<file path="src/rtl/bus_delay_pkg.sv">
// Shared definitions for the bus delay controller.
//   state_t    : controller states (IDLE / WAIT / ISSUE / RESP)
//   DLY_W_DEF  : default width of the wait-state down-counter
//   STALL_MAX  : saturation value of the stall cycle counter
package bus_delay_pkg;

  typedef enum logic [1:0] {
    ST_IDLE  = 2'd0,
    ST_WAIT  = 2'd1,
    ST_ISSUE = 2'd2,
    ST_RESP  = 2'd3
  } state_t;

  localparam int          DLY_W_DEF = 16;
  localparam logic [31:0] STALL_MAX = 32'hFFFF_FFFF;

endpackage

</file>
<file path="src/rtl/bus_delay_timer.sv">
// Wait-state down-counter with clamp-on-load.
//   pclk, presetn : clock, asynchronous active-low reset
//   load          : load the clamped value of load_val
//   dec           : decrement by one (ignored while zero or loading)
//   load_val      : requested delay (32 bit, clamped to 2^DLY_W-1)
//   load_zero     : clamped load value is zero (combinational, for the FSM)
//   last          : counter currently reads 1 (final wait cycle)
module bus_delay_timer
  import bus_delay_pkg::*;
#(
  parameter int DLY_W = DLY_W_DEF
) (
  input  logic        pclk,
  input  logic        presetn,
  input  logic        load,
  input  logic        dec,
  input  logic [31:0] load_val,
  output logic        load_zero,
  output logic        last
);

  localparam logic [31:0] CLAMP_MAX = (32'd1 << DLY_W) - 32'd1;

  logic [DLY_W-1:0] load_d;
  logic [DLY_W-1:0] cnt_q;

  // Delays that do not fit the counter saturate instead of wrapping.
  assign load_d    = (load_val > CLAMP_MAX) ? CLAMP_MAX[DLY_W-1:0] : load_val[DLY_W-1:0];
  assign load_zero = (load_d == '0);
  assign last      = (cnt_q == DLY_W'(1));

  always_ff @(posedge pclk or negedge presetn) begin
    if (!presetn) begin
      cnt_q <= '0;
    end else if (load) begin
      cnt_q <= load_d;
    end else if (dec && (cnt_q != '0)) begin
      cnt_q <= cnt_q - DLY_W'(1);
    end
  end

endmodule

</file>
<file path="src/rtl/bus_delay_ctrl.sv">
// Wait-state scheduler between a bus master and a memory-side slave.
// Each accepted request is held for cfg_delay cycles (clamped to
// 2^DLY_W-1), then issued to the slave; the slave response is returned
// to the master as a one-cycle pulse. Inserted wait cycles are counted
// in a saturating 32-bit counter.
//
// Handshakes: a request transfers on a cycle where vld and rdy are both
// high at the rising pclk edge. s_req_vld stays high with stable fields
// until s_req_rdy. s_rsp_vld and m_rsp_vld are unconditional one-cycle
// pulses (no back-pressure).
//
// Ports:
//   pclk, presetn                    : clock, asynchronous active-low reset
//   cfg_delay                        : delay in cycles, sampled at acceptance
//   m_req_vld/rdy/addr/wr/wdata      : master request channel
//   s_req_vld/rdy/addr/wr/wdata      : slave request channel (registered fields)
//   s_rsp_vld, s_rsp_rdata           : slave response pulse and read data
//   m_rsp_vld, m_rsp_rdata           : master response pulse and read data
//   busy                             : any state other than IDLE
//   stall_clr, stall_cnt             : clear / value of the wait-cycle counter
module bus_delay_ctrl
  import bus_delay_pkg::*;
#(
  parameter int DLY_W = DLY_W_DEF,
  parameter int AW    = 32
) (
  input  logic          pclk,
  input  logic          presetn,
  input  logic [31:0]   cfg_delay,
  input  logic          m_req_vld,
  output logic          m_req_rdy,
  input  logic [AW-1:0] m_req_addr,
  input  logic          m_req_wr,
  input  logic [31:0]   m_req_wdata,
  output logic          s_req_vld,
  input  logic          s_req_rdy,
  output logic [AW-1:0] s_req_addr,
  output logic          s_req_wr,
  output logic [31:0]   s_req_wdata,
  input  logic          s_rsp_vld,
  input  logic [31:0]   s_rsp_rdata,
  output logic          m_rsp_vld,
  output logic [31:0]   m_rsp_rdata,
  output logic          busy,
  input  logic          stall_clr,
  output logic [31:0]   stall_cnt
);

  state_t        state_q;
  state_t        state_d;
  logic          accept;
  logic          rsp_take;
  logic          in_wait;
  logic          tmr_zero;
  logic          tmr_last;
  logic [AW-1:0] addr_q;
  logic          wr_q;
  logic [31:0]   wdata_q;
  logic          rsp_vld_q;
  logic [31:0]   rsp_rdata_q;
  logic [31:0]   stall_cnt_q;

  bus_delay_timer #(
    .DLY_W (DLY_W)
  ) u_timer (
    .pclk      (pclk),
    .presetn   (presetn),
    .load      (accept),
    .dec       (in_wait),
    .load_val  (cfg_delay),
    .load_zero (tmr_zero),
    .last      (tmr_last)
  );

  // The response pulse cycle is still spent in RESP, so the master cannot
  // be accepted again until the cycle after m_rsp_vld.
  always_comb begin
    state_d  = state_q;
    accept   = 1'b0;
    rsp_take = 1'b0;
    unique case (state_q)
      ST_IDLE: begin
        if (m_req_vld) begin
          accept  = 1'b1;
          state_d = tmr_zero ? ST_ISSUE : ST_WAIT;
        end
      end
      ST_WAIT: begin
        if (tmr_last) state_d = ST_ISSUE;
      end
      ST_ISSUE: begin
        if (s_req_rdy) state_d = ST_RESP;
      end
      ST_RESP: begin
        if (rsp_vld_q) begin
          state_d = ST_IDLE;
        end else if (s_rsp_vld) begin
          rsp_take = 1'b1;
        end
      end
      default: state_d = ST_IDLE;
    endcase
  end

  assign in_wait   = (state_q == ST_WAIT);
  assign m_req_rdy = (state_q == ST_IDLE);
  assign s_req_vld = (state_q == ST_ISSUE);
  assign busy      = (state_q != ST_IDLE);

  always_ff @(posedge pclk or negedge presetn) begin
    if (!presetn) begin
      state_q <= ST_IDLE;
    end else begin
      state_q <= state_d;
    end
  end

  always_ff @(posedge pclk or negedge presetn) begin
    if (!presetn) begin
      addr_q  <= '0;
      wr_q    <= 1'b0;
      wdata_q <= '0;
    end else if (accept) begin
      addr_q  <= m_req_addr;
      wr_q    <= m_req_wr;
      wdata_q <= m_req_wdata;
    end
  end

  // Writes return zero data so the master never sees stale read data.
  always_ff @(posedge pclk or negedge presetn) begin
    if (!presetn) begin
      rsp_vld_q   <= 1'b0;
      rsp_rdata_q <= '0;
    end else begin
      rsp_vld_q <= rsp_take;
      if (rsp_take) begin
        rsp_rdata_q <= wr_q ? 32'd0 : s_rsp_rdata;
      end
    end
  end

  // Clear has priority over a concurrent wait-cycle increment.
  always_ff @(posedge pclk or negedge presetn) begin
    if (!presetn) begin
      stall_cnt_q <= '0;
    end else if (stall_clr) begin
      stall_cnt_q <= '0;
    end else if (in_wait && (stall_cnt_q != STALL_MAX)) begin
      stall_cnt_q <= stall_cnt_q + 32'd1;
    end
  end

  assign s_req_addr  = addr_q;
  assign s_req_wr    = wr_q;
  assign s_req_wdata = wdata_q;
  assign m_rsp_vld   = rsp_vld_q;
  assign m_rsp_rdata = rsp_rdata_q;
  assign stall_cnt   = stall_cnt_q;

endmodule

</file>
<file path="config.mk">
export PLATFORM = sky130hd
export DESIGN_NAME = bus_delay_ctrl
export DESIGN_NICKNAME = d
export VERILOG_FILES = /design/src/rtl/bus_delay_pkg.sv /design/src/rtl/bus_delay_timer.sv /design/src/rtl/bus_delay_ctrl.sv
export SDC_FILE = /design/constraint.sdc
export NUM_CORES = 1
export LEC_CHECK = 0
export BUFFER_PORTS_ARGS = -buffer_cell sky130_fd_sc_hd__buf_2
export CAP_MARGIN = 10
export CORE_ASPECT_RATIO = 1.2
export CORE_MARGIN = 3
export CORE_UTILIZATION = 46
export CTS_BUF_LIST = sky130_fd_sc_hd__clkbuf_4 sky130_fd_sc_hd__clkbuf_8
export CTS_CLUSTER_DIAMETER = 100
export DETAILED_ROUTE_END_ITERATION = 8
export PLACE_DENSITY = 0.79
export SYNTH_ARGS = -nofsm -noshare
export SYNTH_HDL_FRONTEND = slang
export SYNTH_HIERARCHICAL = 1
export SYNTH_SLANG_ARGS = --single-unit
</file>
<file path="constraint.sdc">
create_clock -name pclk -period 2.6 [get_ports pclk]
set_input_delay 0.26 -clock pclk [delete_from_list [all_inputs] [get_ports pclk]]
set_output_delay 0.26 -clock pclk [all_outputs]
set_load 0.01 [all_outputs]
</file>
Yosys cells after proc, flatten, opt, wreduce, memory -nomap -nowiden
Cells that the tools add are included.
{ "totals": {"regBits": 148, "out_inout_bits": 133, "wordCells": 46} }
{ "op_classes": {"addsub": 2, "magnitude_cmp": 1, "eq_ne": 9, "n_mux": 17, "n_reduce_logical": 9} }
{ "ops": {"columns": ["cell", "count"], "rows": [
  ["2-to-1 mux 32 bit", 3],
  ["2-to-1 mux 16 bit", 3],
  ["adder 32 x 1 -> 32 bit, second input constant", 1],
  ["greater-than comparator 32 x 16 -> 1 bit, second input constant", 1],
  ["!= test 32 bit, second input constant", 1],
  ["equality test 16 x 1 -> 1 bit, second input constant", 1],
  ["zero test 16 bit", 1],
  ["nonzero test 16 bit", 1],
  ["subtractor 16 x 1 -> 16 bit, second input constant", 1],
  ["2-to-1 mux 2 bit", 5],
  ["one-hot mux 2 bit (4 select lines)", 1],
  ["nonzero test 2 bit", 3],
  ["2-to-1 mux 1 bit", 5],
  ["equality test 2 bit, second input constant", 2],
  ["!= test 2 x 1 -> 1 bit, second input constant", 2],
  ["!= test 2 bit, second input constant", 2],
  ["AND reduction 4 bit", 1],
  ["equality test 2 x 1 -> 1 bit, second input constant", 1],
  ["logical AND 1 bit", 2],
  ["zero test 2 bit", 1]
]} }

Logic depth before layout (Yosys ltp)
Gate-level depths: netlist of run 1.
{ "depth": {"depth_word": 6, "ltp_mapped": 10} }

Cells and area by module
Netlist of run 1, hierarchy kept.
{ "modules_own_cells": {"columns": ["module", "n_inst", "cells_each", "area_each_um2", "seq_area_each_um2"], "rows": [
  ["bus_delay_ctrl", 1, 493, 5790.6, 3303.2],
  ["bus_delay_timer", 1, 123, 1126.1, 400.4]
]} }

Worst setup path before layout of run 1
No wires, ideal clock.
{ "synth_path": {"path_kind": "reg2reg", "start": "register state_q[0]", "end": "register u_timer.cnt_q[1]", "setup_time_ns": 0.122, "arrival_time_ns": 2.584, "setup_slack_ns": -0.106, "path_stages_with_launch": 10, "n_path_buf": 3, "path_cell_list": "dfrtp_1 inv_1 ha_1 and2_1 clkbuf_1 buf_1 inv_1 or2_2 clkbuf_1 o22a_1"} }
{ "synth_between": {"elab_chain_len": 3, "word_cells_on_any_way": 6} }
{ "synth_lines": {"columns": ["element", "line", "source"], "rows": [
  ["start: declaration", "bus_delay_ctrl.sv:49", "state_t state_q;"],
  ["start signal: assignment", "bus_delay_ctrl.sv:114", "state_q <= state_d;"],
  ["zero test 2 bit (*)", null, null],
  ["named net m_req_rdy", "bus_delay_ctrl.sv:31", "output logic m_req_rdy,"],
  ["2-to-1 mux 1 bit (*)", "bus_delay_ctrl.sv:81", "unique case (state_q)"],
  ["named net accept", "bus_delay_ctrl.sv:51", "logic accept;"],
  ["2-to-1 mux 16 bit or nonzero test 2 bit (tied branches)", null, null],
  ["end signal: assignment", "bus_delay_timer.sv:36", "cnt_q <= load_d;"],
  ["end signal: assignment", "bus_delay_timer.sv:38", "cnt_q <= cnt_q - DLY_W'(1);"],
  ["end: declaration", "bus_delay_timer.sv:25", "logic [DLY_W-1:0] cnt_q;"]
]} }
The timed path passes the listed nets; every way through them passes the cells marked *.
A chain may end at the register's enable or synchronous reset.

Worst setup path after layout of run 1
{ "layout_path": {"start": "register u_timer.cnt_q[4]", "end": "register state_q[1]"} }
{ "layout_between": {"elab_chain_len": 3} }
{ "layout_lines": {"columns": ["element", "line", "source"], "rows": [
  ["equality test 16 x 1 -> 1 bit", "bus_delay_timer.sv:30", "assign last = (cnt_q == DLY_W'(1));"],
  ["named net tmr_last", "bus_delay_ctrl.sv:55", "logic tmr_last;"],
  ["!= test 2 x 1 -> 1 bit (no line)", null, null],
  ["AND reduction 4 bit (no line)", null, null]
]} }
The timed path passes the listed nets, and every way through them passes these cells.

==> results of run 1 <==
## placed cells by master (no fill, tap or decap), drive strengths merged, types with 15 or more instances in the layout
master  netlist  layout
xnor2        25      25
buf          13     279
nand2b       34      34
o21ai        41      41
inv          16      21
dfrtp       148     148
mux2         66      66
clkbuf       19      17
nor2         40      40
nand2        47      47
a21oi        18      18
nor3         15      15
## power breakdown
part	internal (mW)	switching [mW]	total, mW
clock network	0.879	0.963	1.84
logic	0.0971	0.103	0.200
registers	2.30	0.00500	2.31
total	3.28	1.07	4.35
## through the flow
stage	setup WS (ps)	hold slack (ps)	cells	power [mW]
detailed placement	355.9	290.4	1063	2.553
CTS	329.0	0.2931	1099	4.407
finish	334.6	41.33	1099	4.351
floorplan	139.0	-35.59	616	2.387
global placement	405.3	288.8	1063	2.548
global route	142.5	11.79	1099	4.519
## area by class of cell
class / count / area share
Multi-Input combinational cell: 420 / 0.3366
Clock buffer: 17 / 0.02617
Clock inverter: 15 / 0.01931
Sequential cell: 148 / 0.4143
Inverter: 16 / 0.006718
Tap cell: 200 / 0.02799
Timing Repair Buffer: 283 / 0.1689
## critical path: stages (launching register included)
cell and delay (ps):
dfrtp_1 420, or4_4 590, nand4bb_4 220, nor3_1 200
and2_1 160, o22ai_1 70, nor3_1 330, nor2_1 70
a21oi_1 120
## sequential cells by signal, summed over array words and instances, names as in the netlist
| name | count |
|---|---|
| s_req_wdata | 32 |
| stall_cnt | 32 |
| m_rsp_rdata | 32 |
| u_timer/cnt_q | 16 |
| s_req_addr | 32 |
| s_req_wr | 1 |
| state_q | 2 |
| m_rsp_vld | 1 |
## worst max path at each step
stage	startpoint	cells past startpoint	slack [ps]	end
finish	u_timer/cnt_q[4]	8	330	state_q[1]
global route	u_timer/cnt_q[4]	8	140	state_q[1]
CTS	u_timer/cnt_q[4]	8	330	state_q[1]
detailed placement	u_timer/cnt_q[4]	8	360	state_q[1]
global placement	u_timer/cnt_q[4]	8	410	state_q[1]
floorplan	state_q[0]	9	140	u_timer/cnt_q[1]
## logic make-up (layout without fill, tap and decap cells)
group	count (synthesis)	count (layout)	share of synthesized area
compound gates	105	105	0.1008
xor+xnor	29	29	0.03672
fa+ha+maj	8	8	0.01447
buf+inv	48	331	0.03003
flops	148	148	0.5355
mux	71	71	0.1147
simple gates	207	207	0.1679
## what timing repair did
action / CTS / global route
hold endpoints to repair: 65 / 0
hold buffers: 4 / 0
resized for setup: 0 / 0
## routing by layer
layer	GRT usage	vias up	routed length, um
met4	0.08704	0	484
met2	0.3901	191	9493
met5	0	-	0
met3	0.06341	36	1136
li1	-	2718	-
met1	0.2604	2838	7381
==> out/qor.yml, run 1 <==
floorplan:
  die_width_um: 117.9
  start_util: 0.4759
  core_area_mm2: 0.01453
  fp.dieH_um: 140.3
  rows: 48
  die_area_mm2: 0.01655
  boundaryPins: 268
clocking:
  clk_latency_ps: 440
  clk_pin_slew_ps: 90
  clock-root-buffer: "clkbuf_8"
  clock_path_buffers: 2
  cts_tree: "done"
  post-cts-setup-buffers: 0
  cts_buffers: 17
  clock-sinks: 148
  htree_levels: 4
sta:
  clock-skew-final_ps: 11.64
  slew_viol_final: 0
  finalHoldViolations: 0
  tns_ps: 0
  timing.final.crit_share: 0.8713
  relSlewSlack: 0.4727
  rsz0062_at_grt: "no"
  timing.final.crit_period_ps: 2265
  max_freq_ghz: 0.4414
  finalSetupViolations: 0
  worst_pin_slew_ps: 791.0
global_routing:
  grt_overflow: 0
  grt_first_pass_wirelength_mm: 29.87
  grtUsageTotal: 0.2232
  antenna_found_initial: 0
  grt_pass1_vias: 5937
  grt_max_degree: 73
layout:
  drive_gt1_frac: 0.4427
  postLayoutCoreUtil: 0.6151
  fin_nets: 1029
  syn2layout_area_growth_pct: 29.25
  antenna_cells: 0
  multiInputGateArea_mm2: 0.003009
  fill_cells: 1258
  final_area_mm2: 0.008940
  ff_latch_area_mm2: 0.003704
logic_synthesis:
  async_reset_ff_frac: 1.000
  yosys-top-cells-count: "dfrtp_1 (148), mux2_2 (65), nand2_1 (47)"
  synth.top_cell.area_share: 0.5355
  synth_warnings: 6
  synthCells: 616
  synth_area_per_cell_um2: 11.23
  synth_seq_cells: 148
  synth_area_leader_cell: "dfrtp_1"
  ys.flop_type: "dfrtp_1"
  synth_area_mm2: 0.006917
  synth_area_leaders: "dfrtp_1 (54%), mux2_2 (11%), xnor2_1 (3.2%)"
  synth_nets: 759
  yosysSeqAreaShare: 0.5355
  synth_edf_count: 0
  synth_cell_types: 61
  synth.most_common_cell: "dfrtp_1"
placed_design:
  port-buffer-count: 267
  post-dp-hpwl_mm: 13.81
  gp_congestion: 0.9066
  placed_cell_area_mm2: 0.008493
route:
  wl_mm: 18.50
  via_per_inst: 5.262
  first_pass_iters: 4
  vias: 5783
  drtIter0Drc: 363
  drt.antenna.violating_nets: 0
  wire_per_inst_um: 16.83
  drcViolationCount: 0
worst_setup_path:
  critical_path.max_fanout: 5
  worstPathArrival_ps: 2630
  r2r-start: "u_timer/cnt_q[4]"
  r2r-end: "state_q[1]"
  cp-end-kind: "flip-flop"
  r2r_slack_ps: 330
  startpoint_type: "flip-flop"
  rr_worst_depth: 8
  critical_path_required_ps: 2960
  crit_type: "reg2reg"
run:
  maxCapViolations: 0
min_path:
  worstHoldStart: "m_req_addr[23]"
  hold_depth: 2
  min_path_type: "in2reg"
  min_to: "s_req_addr[23]"
outcome:
  status: "finished, final reports clean"
power:
  peakVddDrop_mv: 0.3925
  power.density_mw_per_mm2: 486.7
  leakage_nw: 4.707
No activity file was read; power rests on OpenSTA's default activity.
==> run 2, diff against run 1 <==
- ABC_AREA: not set -> 1
- CORE_UTILIZATION: 46 -> 47
==> run 2 against run 1 <==
  * Synthesized area rose by 8.8%
  * Final cell count grew 42%
  * Largest power group is now combinational cells
  * Sequential power grew 63%
  * Total power rose by 120%
==> out/qor.yml, run 2 <==
outcome:
  status: "finished, final reports clean"
clocking:
  cts_tree: "done"
  clk_pin_slew_ps: 80
  clock_path_buffers: 2
  cts_buffers: 17
  htree_levels: 4
  hold_buffers: 63
  clock-root-buffer: "clkbuf_8"
  cts-resized-gates: 0
  clk_latency_ps: 460
  post-cts-setup-buffers: 0
  clock-sinks: 148
worst_setup_path:
  path_buf_inv: 1
  crit_top_cell: "nand2_1"
  startpoint_type: "flip-flop"
  crit_type: "reg2reg"
  path_cells: "ha_1 > nand2_1 > nor2_4 > nand2_4 > nor2_8 > nand2_1 > nand2_2 > nand2_4 > clkinv_4 > nand2_1 > nand2_1"
  cp-end-kind: "flip-flop"
  cp_top_family: "simple AND/OR/NAND/NOR gates"
  worstPathArrival_ps: 2310
  critical_path_required_ps: 2990
  critPathSlowestCell: "dfrtp_1"
  critical_path.max_fanout: 28
  cp_slowest_stage_delay_ps: 390
logic_synthesis:
  synth_edf_count: 0
  synthCells: 1014
  yosys-top-cells-count: "nand2_1 (413), dfrtp_1 (148), nor2_1 (94)"
  synth_area_leaders: "dfrtp_1 (49%), nand2_1 (21%), nand3_1 (6.0%)"
  synth_area_leader_cell: "dfrtp_1"
  synth_area_mm2: 0.007523
  synth_nets: 1157
  synth_mux_area_frac: 0
  synth_area_per_cell_um2: 7.420
  synth_top_family_by_area: "simple AND/OR/NAND/NOR gates"
  synth_xor_area_frac: 0.01397
  synth.most_common_cell: "nand2_1"
  synth_cell_types: 31
  synth.top_cell.area_share: 0.4923
  ys.flop_type: "dfrtp_1"
  synth_seq_cells: 148
  synth_adder_area_share: 0.01330
  yosysSeqAreaShare: 0.4923
  synth_warnings: 6
  synth_compound_area_frac: 0.04856
  synthSimpleGateAreaFrac: 0.3611
  async_reset_ff_frac: 1.000
placed_design:
  gp_congestion: 0.9049
  post-dp-hpwl_mm: 16.09
  port-buffer-count: 267
sta:
  worst_pin_slew_ps: 961.6
  tns_ps: 0
  finalHoldViolations: 0
  timing.final.crit_period_ps: 1922
  slew_viol_final: 0
  rsz0062_at_grt: "no"
  max_freq_ghz: 0.5202
  relSlewSlack: 0.3582
  finalSetupViolations: 0
  timing.final.crit_share: 0.7393
  clock-skew-final_ps: 18.47
power:
  power.density_mw_per_mm2: 930.1
  leakage_nw: 5.446
  peakVddDrop_mv: 0.6083
  total_power_mw: 9.356
layout:
  postLayoutCoreUtil: 0.6431
  fin_nets: 1478
  fill_cells: 1304
  syn2layout_area_growth_pct: 33.69
  antenna_cells: 0
  drive_gt1_frac: 0.2478
  mostFrequentLayoutCells: "nand2_1 (412), buf_2 (266), dfrtp_1 (148)"
  final_common_cell: "nand2_1"
route:
  dr_wl_met2_mm: 12.44
  wl_met1_mm: 9.157
  vias: 7937
  wire_per_inst_um: 15.71
  wl_mm: 24.44
  first_pass_iters: 9
  drtIter0Drc: 541
  drt.antenna.violating_nets: 0
  drcViolationCount: 0
  via_per_inst: 5.101
  highest_layer: "met5"
  route.met3.wl_mm: 1.846
floorplan:
  start_util: 0.4810
  die_area_mm2: 0.01757
  core_area_mm2: 0.01564
  fp.dieH_um: 144.6
  boundaryPins: 268
  die_width_um: 121.5
  rows: 50
global_routing:
  grt_pass1_vias: 7946
  grt_max_degree: 79
  grt_overflow: 0
  grtUsageTotal: 0.2819
  antenna_found_initial: 1
  grt_first_pass_wirelength_mm: 39.35
run:
  maxCapViolations: 0
min_path:
  min_path_type: "in2reg"
[run 2: changes by cell type in the layout (fill, tap and decap cells not counted), sizes merged, moves of 34 or more]
cell         previous run  this run
nor2                   40       106
inv                    21        98
nand3                   9        90
nand2b                 34         0
nand2                  47       422
dlygate4sd3             4        63
mux2                   66         0
[run 2: tightest hold or removal path, stage by stage]
cell and delay [ps]:
buf_2 80, nand2_1 40, nand2_1 50
[run 2: layout make-up]
class                      instances  area [um^2]  share of cell area
inverter                          96        370.4             0.03682
timing repair buffer             338         2046              0.2034
clock buffer                      19        261.5             0.02600
sequential                       148         3704              0.3682
multi-input combinational        734         3294              0.3275
tap                              208        260.3             0.02587
clock inverter                    13        122.6             0.01219
[run 2: cell families (layout without fill, tap and decap cells)]
| family | Yosys count | count (layout) |
|---|---|---|
| buf+inv | 132 | 466 |
| simple gates | 643 | 643 |
| flops | 148 | 148 |
| compound gates | 71 | 71 |
| fa+ha+maj | 8 | 8 |
| xor+xnor | 12 | 12 |
[run 2: through the flow]
step	std cells	setup WS, ps	area (um^2)	hold WS [ps]
after floorplan	1014	686.6	7523	-35.59
after global placement	1461	724.1	9044	244.7
after detailed placement	1461	692.5	9044	249.9
after CTS	1556	676.0	10060	4.310
after global routing	1556	481.8	10060	5.658
final	1556	677.7	10060	13.65
[run 2: path summary, 6_finish.rpt]
check / from / endpoint / slack [ps] / cells after the start
min in group asynchronous: presetn / m_rsp_rdata[20] / 300 / 2
max in group asynchronous: presetn / s_req_addr[3] / 1490 / 3
worst min register to register: s_req_wdata[22] / s_req_wdata[22] / 480 / 2
worst max register to register: stall_cnt[1] / stall_cnt[2] / 680 / 11
worst max-delay path: stall_cnt[1] / stall_cnt[2] / 680 / 11
worst min-delay path: m_req_wdata[26] / s_req_wdata[26] / 10 / 3
[run 2: report_power, final]
part / leakage, nW / switching [mW] / internal (mW)
clock: 0.186 / 0.960 / 0.818
sequential: 1.89 / 0.606 / 3.17
combinational: 3.37 / 2.44 / 1.36
total: 5.45 / 4.01 / 5.35
[run 2: per-layer routing]
layer,up-vias,global-route usage
met2,352,0.4824
met1,3714,0.3326
met5,-,0
met3,82,0.07512
li1,3787,-
met4,2,0.1280
